--- config.mk ---
export PLATFORM = sky130hd
export DESIGN_NAME = divider_hilo
export DESIGN_NICKNAME = d
export VERILOG_FILES = /design/src/rtl/divider_hilo.sv
export SDC_FILE = /design/constraint.sdc
export NUM_CORES = 1
export LEC_CHECK = 0
export CAP_MARGIN = 30
export CORE_MARGIN = 3
export CORE_UTILIZATION = 61
export DETAILED_ROUTE_END_ITERATION = 6
export GPL_TIMING_DRIVEN = 0
export PLACE_DENSITY = 0.84
export REMOVE_ABC_BUFFERS = 1
export SETUP_SLACK_MARGIN = 0.02
export SYNTH_ARGS = -nofsm -noshare
export SYNTH_HDL_FRONTEND = slang
export SYNTH_SLANG_ARGS = --single-unit
--- constraint.sdc ---
create_clock -name clk -period 14.6 [get_ports clk]
set_clock_uncertainty 0.2 [all_clocks]
set_input_delay 3.65 -clock clk [delete_from_list [all_inputs] [get_ports clk]]
set_output_delay 3.65 -clock clk [all_outputs]
set_load 0.05 [all_outputs]
--- src/rtl/divider_hilo.sv ---
// rtl/divider_hilo.sv - sequential restoring unsigned divider with HI/LO result registers
module divider_hilo #(
  parameter int         WIDTH     = 32,
  parameter logic [5:0] DIVU      = 6'b011011,
  parameter logic [5:0] MFHI      = 6'b010000,
  parameter logic [5:0] MFLO      = 6'b010010,
  parameter logic [5:0] OPEN_HILO = 6'b111111
) (
  input  logic             clk,
  input  logic             reset,
  input  logic [WIDTH-1:0] dataA,
  input  logic [WIDTH-1:0] dataB,
  input  logic [5:0]       Signal,
  output logic [WIDTH-1:0] dataOut,
  output logic             busy,
  output logic             done
);

  localparam int CW = $clog2(WIDTH) + 1;

  typedef enum logic [1:0] {IDLE, RUN, DONE} state_t;

  state_t           state, state_nx;
  logic [WIDTH:0]   rem;
  logic [WIDTH-1:0] quo;
  logic [WIDTH-1:0] dvs;
  logic [CW-1:0]    cnt;
  logic [WIDTH-1:0] hi;
  logic [WIDTH-1:0] lo;

  logic             load;
  logic             step;
  logic             commit;
  logic [WIDTH:0]   src_rem;
  logic [WIDTH-1:0] src_quo;
  logic [WIDTH-1:0] src_dvs;
  logic [CW-1:0]    src_cnt;
  logic [WIDTH:0]   trial;
  logic [WIDTH:0]   rem_step;
  logic [WIDTH-1:0] quo_step;
  logic [CW-1:0]    cnt_step;

  // One restoring iteration; on a load edge it operates on the fresh operands
  always_comb begin
    src_rem = load ? '0 : rem;
    src_quo = load ? dataA : quo;
    src_dvs = load ? dataB : dvs;
    src_cnt = load ? '0 : cnt;
    trial   = {src_rem[WIDTH-1:0], src_quo[WIDTH-1]};
    if (trial >= {1'b0, src_dvs}) begin
      rem_step = trial - {1'b0, src_dvs};
      quo_step = {src_quo[WIDTH-2:0], 1'b1};
    end else begin
      rem_step = trial;
      quo_step = {src_quo[WIDTH-2:0], 1'b0};
    end
    cnt_step = src_cnt + CW'(1);
  end

  // Next-state and control decode
  always_comb begin
    state_nx = state;
    load     = 1'b0;
    step     = 1'b0;
    commit   = 1'b0;
    case (state)
      IDLE: begin
        if (Signal == DIVU) begin
          load     = 1'b1;
          step     = 1'b1;
          state_nx = RUN;
        end
      end
      RUN: begin
        if (Signal == DIVU) begin
          step     = 1'b1;
          state_nx = (cnt_step == CW'(WIDTH)) ? DONE : RUN;
        end else begin
          state_nx = IDLE;
        end
      end
      DONE: begin
        if (Signal == OPEN_HILO) begin
          commit   = 1'b1;
          state_nx = IDLE;
        end else if (Signal == DIVU) begin
          load     = 1'b1;
          step     = 1'b1;
          state_nx = RUN;
        end
      end
      default: state_nx = IDLE;
    endcase
  end

  // State register
  always_ff @(posedge clk) begin
    if (reset) state <= IDLE;
    else       state <= state_nx;
  end

  // Datapath registers: iteration state, operand latch and HI/LO commit
  always_ff @(posedge clk) begin
    if (reset) begin
      rem <= '0;
      quo <= '0;
      dvs <= '0;
      cnt <= '0;
      hi  <= '0;
      lo  <= '0;
    end else begin
      if (step) begin
        rem <= rem_step;
        quo <= quo_step;
        dvs <= src_dvs;
        cnt <= cnt_step;
      end
      if (commit) begin
        hi <= rem[WIDTH-1:0];
        lo <= quo;
      end
    end
  end

  // Status flags decoded from registered state
  always_comb begin
    busy = (state == RUN);
    done = (state == DONE);
  end

  // HI/LO read port
  always_comb begin
    dataOut = '0;
    if (Signal == MFHI)      dataOut = hi;
    else if (Signal == MFLO) dataOut = lo;
  end

endmodule

==> results.cfg, run 1 <==
[outcome]
outcome = finished, final reports clean

[clocking]
numCtsBuffers = 17
postCtsHoldBufs = 0
clkTransAtPathRegs_ns = 0.06
cts.repair.resized = 0
cts_buffer_depth = 2
cts.sinks = 168
htree_levels = 4
post-cts-setup-buffers = 0
tritoncts = done
clockRootBuffer = clkbuf_16
clock_latency_ns = 0.43

[detailed_routing]
drt-pass1-iter-count = 5
wl_met3_mm = 1.497
via_per_inst = 6.197
topRoutingLayerUsed = met4
drt-total-wl_mm = 24.00
wl_met2_mm = 11.86
vias = 8515
wl_met1_mm = 10.24
drtIter0Drc = 747
ant_nets = 0
drc = 0
routedWlPerCell_um = 17.47

[grt]
antenna_found_initial = 0
grt_pass1_wl_mm = 38.33
grt_pass1_vias = 7870
grt_usage_pct = 28.88
overflow = 0
grt_max_degree = 92

[critical_path]
critPathMaxFanout = 26
path_cells = clkdlybuf4s50_1, nand2b_1, or4_1, buf_16, nor2_1, clkdlybuf4s50_1
r2r_cells = 12
worstSetupPathType = primary input to primary output
worst_path_most_repeated_cell = clkdlybuf4s50_1
endpoint_kind = primary output
worstSetupStartpointType = primary input
required_ns = 10.75
critPathSlowestCell = clkdlybuf4s50_1
crit_arrival_ns = 6.25
crit_path_max_incr_delay_ns = 0.85

[floorplan]
dieArea_mm2 = 0.01618
die_x_um = 127.2
die-height_um = 127.2
core.rowCount = 43
start_util_pct = 63.56
coreArea_mm2 = 0.01410
pin_count = 106

[layout]
area_growth_pct = 21.13
fin_nets = 1288
multi_input_area_mm2 = 0.005255
fillers = 1045
drive_gt1_share_pct = 5.695
antenna_cells = 0
regArea_mm2 = 0.003363
utilization_pct = 76.99

[synthesis]
synth_top_cell_by_area = dfxtp_1
ys_seq_area_share_pct = 37.54
ys_types = 69
synth_common_cells = nand2_1, dfxtp_1, nor2_1, a21oi_1, mux2i_1
netlist_instances = 1122
ys.flop_type = dfxtp_1
synthTopCellsByArea = dfxtp_1, mux2i_1, nand2_1, a21oi_1, nor2_1
synth-seq-cells = 168
avgSynthCellArea_um2 = 7.986
synth-edff-count = 0
synth.most_common_cell = nand2_1
synth_top_area_share_pct = 37.54
syn_area_mm2 = 0.008960
synth-async-reset-ratio_pct = 0
ys_warn_count = 0

[power_and_ir_drop]
p_leak_uw = 0.004099
vdd_drop_max_uv = 94.39
powerDensity_mw_per_mm2 = 103.8

[timing]
slew-limit-headroom_pct = 36.85
rsz0062_at_grt = no
timing.setup.tns_ns = 0
finalCritPeriodShare_pct = 69.16
worst_slack_ns = 4.503
hold_ws_ns = 0.2551
finalSetupViolations = 0
worst_pin_slew_ns = 0.9451
timing.fmax_ghz = 0.09904
finalCriticalPeriod_ns = 10.10
slew_viol_final = 0
finalHoldViolations = 0

[place]
portBuffers = 105
globalplace.congestion = 0.8830
hpwlAfterDp_mm = 16.71
place_ws_ns = 4.559

[min_path]
hp-class = flop to flop
hold_path_depth = 2

[flow_run]
maxCapViolations = 0
## critical path: cells and delay by family
kind / cells / cell delay, ns
and+or+nand+nor: 3 / 0.99
buffers and inverters: 3 / 1.60
## cells in the final DEF (no fill, tap or decap), types with 4 or more instances in the layout
| master | count |
|---|---|
| clkbuf_16 | 17 |
| o22ai_1 | 31 |
| and3_1 | 14 |
| xor2_1 | 6 |
| o21a_1 | 8 |
| nand2b_1 | 6 |
| nor3_1 | 8 |
| nor2_1 | 130 |
| a31oi_1 | 9 |
| mux2i_1 | 74 |
| o21ai_0 | 47 |
| inv_1 | 12 |
| dfxtp_1 | 168 |
| a221o_1 | 8 |
| nand2_1 | 172 |
| nand4_1 | 7 |
| a21o_1 | 11 |
| a22oi_1 | 4 |
| buf_16 | 4 |
| a211oi_1 | 39 |
| nand3_1 | 15 |
| xnor2_1 | 18 |
| bufinv_16 | 5 |
| a21oi_1 | 120 |
| ha_1 | 33 |
| clkdlybuf4s50_1 | 103 |
| and2_1 | 36 |
| o211ai_1 | 6 |
| buf_12 | 4 |
## cells by family (layout without fill, tap and decap cells)
kind of cell / count (synthesis) / count (layout) / synth area share (%)
AO/OA/AOI/OAI: 313 / 313 / 21.73
XOR/XNOR: 24 / 24 / 2.346
adder cells (fa/ha/maj): 34 / 34 / 4.832
buffers and inverters: 90 / 162 / 4.175
flip-flops: 168 / 168 / 37.54
multiplexers: 76 / 76 / 8.518
AND/OR/NAND/NOR: 417 / 417 / 20.86
## state kept, by name, indices dropped and copies added, names as in the netlist
| name | count |
|---|---|
| hi | 32 |
| quo | 32 |
| dvs | 32 |
| cnt | 6 |
| lo | 32 |
| state | 2 |
| rem | 32 |
## layer usage
| layer | GRT usage, % | up-vias |
|---|---|---|
| li1 | - | 4104 |
| met5 | 0 | - |
| met3 | 5.309 | 40 |
| met2 | 49.07 | 334 |
| met4 | 7.886 | 0 |
| met1 | 37.90 | 4037 |
## final timing paths
kind | startpoint | endpoint | slack [ns]
max reg2reg | state[0] | rem[31] | 9.55
min | hi[2] | hi[2] | 0.26
max | Signal[2] | dataOut[14] | 4.50
min reg2reg | hi[2] | hi[2] | 0.26
## power by group
group | internal [uW] | leakage (uW) | total (uW) | switching [uW]
registers | 461 | 0.00135 | 464 | 2.41
clock network | 312 | 0.000309 | 500 | 188
logic | 72.3 | 0.00244 | 163 | 91.1
## area by class of cell
class	instances	share of cell area (%)
Clock buffer	20	4.208
Clock inverter	11	1.798
Multi-Input combinational cell	864	48.42
Tap cell	180	2.075
Timing Repair Buffer	119	12.09
Inverter	12	0.4150
Sequential cell	168	30.99
## through the flow
stage	total power [uW]	instances	area, um2
CTS	1125	1374	10850
detailed placement	632.6	1343	10200
global route	1160	1374	10850
finish	1127	1374	10850
global placement	630.3	1329	9907
floorplan	574.7	1044	8631
No activity file was read; power rests on OpenSTA's default activity.
==> run 2, diff against run 1 <==
--- a/config.mk
+++ b/config.mk
@@ -7,10 +7,10 @@
 export LEC_CHECK = 0
 export CAP_MARGIN = 30
 export CORE_MARGIN = 3
-export CORE_UTILIZATION = 61
+export CORE_UTILIZATION = 51
 export DETAILED_ROUTE_END_ITERATION = 6
 export GPL_TIMING_DRIVEN = 0
-export PLACE_DENSITY = 0.84
+export PLACE_DENSITY = 0.75
 export REMOVE_ABC_BUFFERS = 1
 export SETUP_SLACK_MARGIN = 0.02
 export SYNTH_ARGS = -nofsm -noshare
==> constraint.sdc (replaced) <==
create_clock -name clk -period 8.2 [get_ports clk]
set_clock_uncertainty 0.2 [all_clocks]
set_input_delay 2.05 -clock clk [delete_from_list [all_inputs] [get_ports clk]]
set_output_delay 2.05 -clock clk [all_outputs]
set_load 0.05 [all_outputs]
==> results.cfg, run 2 (synthesized netlist as in run 1, its figures left out) <==
[grt]
overflow = 0
globalRouteMet1Util_pct = 32.51
grt_use_met3_pct = 4.138
grt_pass1_wl_mm = 38.83
grt_usage_pct = 24.21
antenna_found_initial = 0
gr-usage-met2_pct = 40.52
grt_busiest_layer = met2
grt_pass1_vias = 7833
grt_max_degree = 84

[clocking]
cts.sinks = 168
postCtsHoldBufs = 0
post-cts-setup-buffers = 0
clockRootBuffer = clkbuf_16
cts.repair.resized = 0
numCtsBuffers = 17
clock_latency_ns = 0.43
cts_buffer_depth = 2
clkTransAtPathRegs_ns = 0.07
tritoncts = done
htree_levels = 4

[power_and_ir_drop]
vdd_drop_max_uv = 186.6
p_sw_uw = 527.0
power_uw = 1871
powerDensity_mw_per_mm2 = 173.1
p_leak_uw = 0.004063
combPwrFrac_pct = 15.5
internal_power_uw = 1344
sw_frac_of_total_pct = 28.16
p_seq_share_pct = 44.1
pwr-share-clk_pct = 40.4

[timing]
slew-limit-headroom_pct = 39.01
finalCriticalPeriod_ns = 7.351
timing.fmax_ghz = 0.1360
rsz0062_at_grt = no
worst_pin_slew_ns = 0.9099
finalCritPeriodShare_pct = 89.64
slew_viol_final = 0
timing.setup.tns_ns = 0
finalHoldViolations = 0
hold_ws_ns = 0.2533
finalSetupViolations = 0

[layout]
drive_gt1_share_pct = 5.858
layout_common_cells = nand2_1, dfxtp_1, nor2_1, a21oi_1, clkdlybuf4s50_1
antenna_cells = 0
area_growth_pct = 20.68
final_common_cell = nand2_1
fin_nets = 1288

[detailed_routing]
drt-pass1-iter-count = 4
drc = 0
routedWlPerCell_um = 16.85
drtIter0Drc = 609
via_per_inst = 5.842
drt-total-wl_mm = 23.85
ant_nets = 0
vias = 8267

[critical_path]
reg2reg_to = rem[27]
r2r_cells = 12
worstSetupPathType = primary input to flop
r2r-start = state[0]
required_ns = 8.31
crit_arrival_ns = 7.46
critPathMaxFanout = 31
worst_path_most_repeated_cell = and2_1
critPathSlowestCell = nor3_4
worstSetupStartpointType = primary input
worst-path-buf-inv = 3
critical_path.top_delay_family = simple AND/OR/NAND/NOR gates
path_cells = buf_2, buf_12, nand4_1, nor3_4, nand2b_1, buf_16, and2_1, ha_1, a21oi_1, o211ai_1, a41oi_1, nand3_1, o2111ai_2, and2_1, nor3_2, a221o_1
crit_path_max_incr_delay_ns = 0.70
reg2reg_slack_ns = 3.29
endpoint_kind = flop

[flow_run]
maxCapViolations = 0

[outcome]
outcome = finished, final reports clean

[floorplan]
core.rowCount = 47
die-height_um = 138.5
start_util_pct = 53.09
pin_count = 106
die_x_um = 138.5
dieArea_mm2 = 0.01919
coreArea_mm2 = 0.01688

[place]
portBuffers = 105
hpwlAfterDp_mm = 17.12
globalplace.congestion = 0.8695

[min_path]
hp-class = flop to flop
hold_end = lo[15]
hold_path_depth = 2
min_from = lo[15]
## run 2: changes by cell type in the layout (fill, tap and decap cells not counted), moves of 2 or more
cell,previous run,this run
clkinv_4,1,4
inv_6,1,5
bufinv_16,5,0
clkbuf_8,2,0
buf_8,3,1
buf_16,4,6
## run 2: layer usage
layer  part of all wire [%]  vias up  wire length (um)
li1                       -     4120                 -
met1                     46     3893             10920
met2                     48      220             11460
met3                    4.4       34              1051
met4                    1.7        0               411
met5                      0        -                 0
## run 2: tightest hold or removal path, cell delays in order, from the launching register on
cell	delay (ns)
dfxtp_1	0.31
nand2_1	0.05
a21oi_1	0.05
## run 2: stage by stage
step           utilization [%]  setup slack, ns  instance area (um2)  instances
6_report                 64.07           0.8492                10810       1415
5_1_grt                  64.07           0.5502                10810       1415
4_1_cts                  64.07           0.9471                10810       1415
3_5_place_dp             60.84           0.5000                10270       1383
3_3_place_gp             59.00           -3.870                 9957       1369
2_1_floorplan                -           0.3654                 8631       1044
## run 2: area by class of cell
cell class              count  area [um2]
fillers                  1509        6065
well taps                 220       275.3
clock inverters            14       115.1
flip-flops and latches    168        3364
repair buffers            119        1329
clock buffers              18       429.2
multi-input cells         864        5255
inverters                  12       45.04
## run 2: how the worst max path moves through the flow
stage          startpoint       to  cells after the start  slack [ns]
3_3_place_gp    Signal[1]  rem[31]                     14       -3.87
6_report        Signal[1]  rem[27]                     16        0.85
2_1_floorplan   Signal[0]   rem[1]                     13        0.37
4_1_cts         Signal[1]  rem[28]                     16        0.95
3_5_place_dp    Signal[1]  rem[28]                     16        0.50
5_1_grt         Signal[1]  rem[27]                     16        0.55
## run 2: power by group through the flow
stage                     clock [uW]  sequential [uW]  combinational [uW]
after global routing             793              825                 319
after global placement             0              844                 282
after detailed placement           0              844                 286
final                            756              825                 291
after CTS                        765              825                 288
after floorplan                    0              842                 181
==> run 3, diff against run 2 <==
--- a/config.mk
+++ b/config.mk
@@ -8,6 +8,7 @@
 export CAP_MARGIN = 30
 export CORE_MARGIN = 3
 export CORE_UTILIZATION = 51
+export CTS_CLUSTER_DIAMETER = 120
 export DETAILED_ROUTE_END_ITERATION = 6
 export GPL_TIMING_DRIVEN = 0
 export PLACE_DENSITY = 0.75
==> results of run 3 <==
Same layout as run 2: the final DEF is identical, and so are final timing and power.
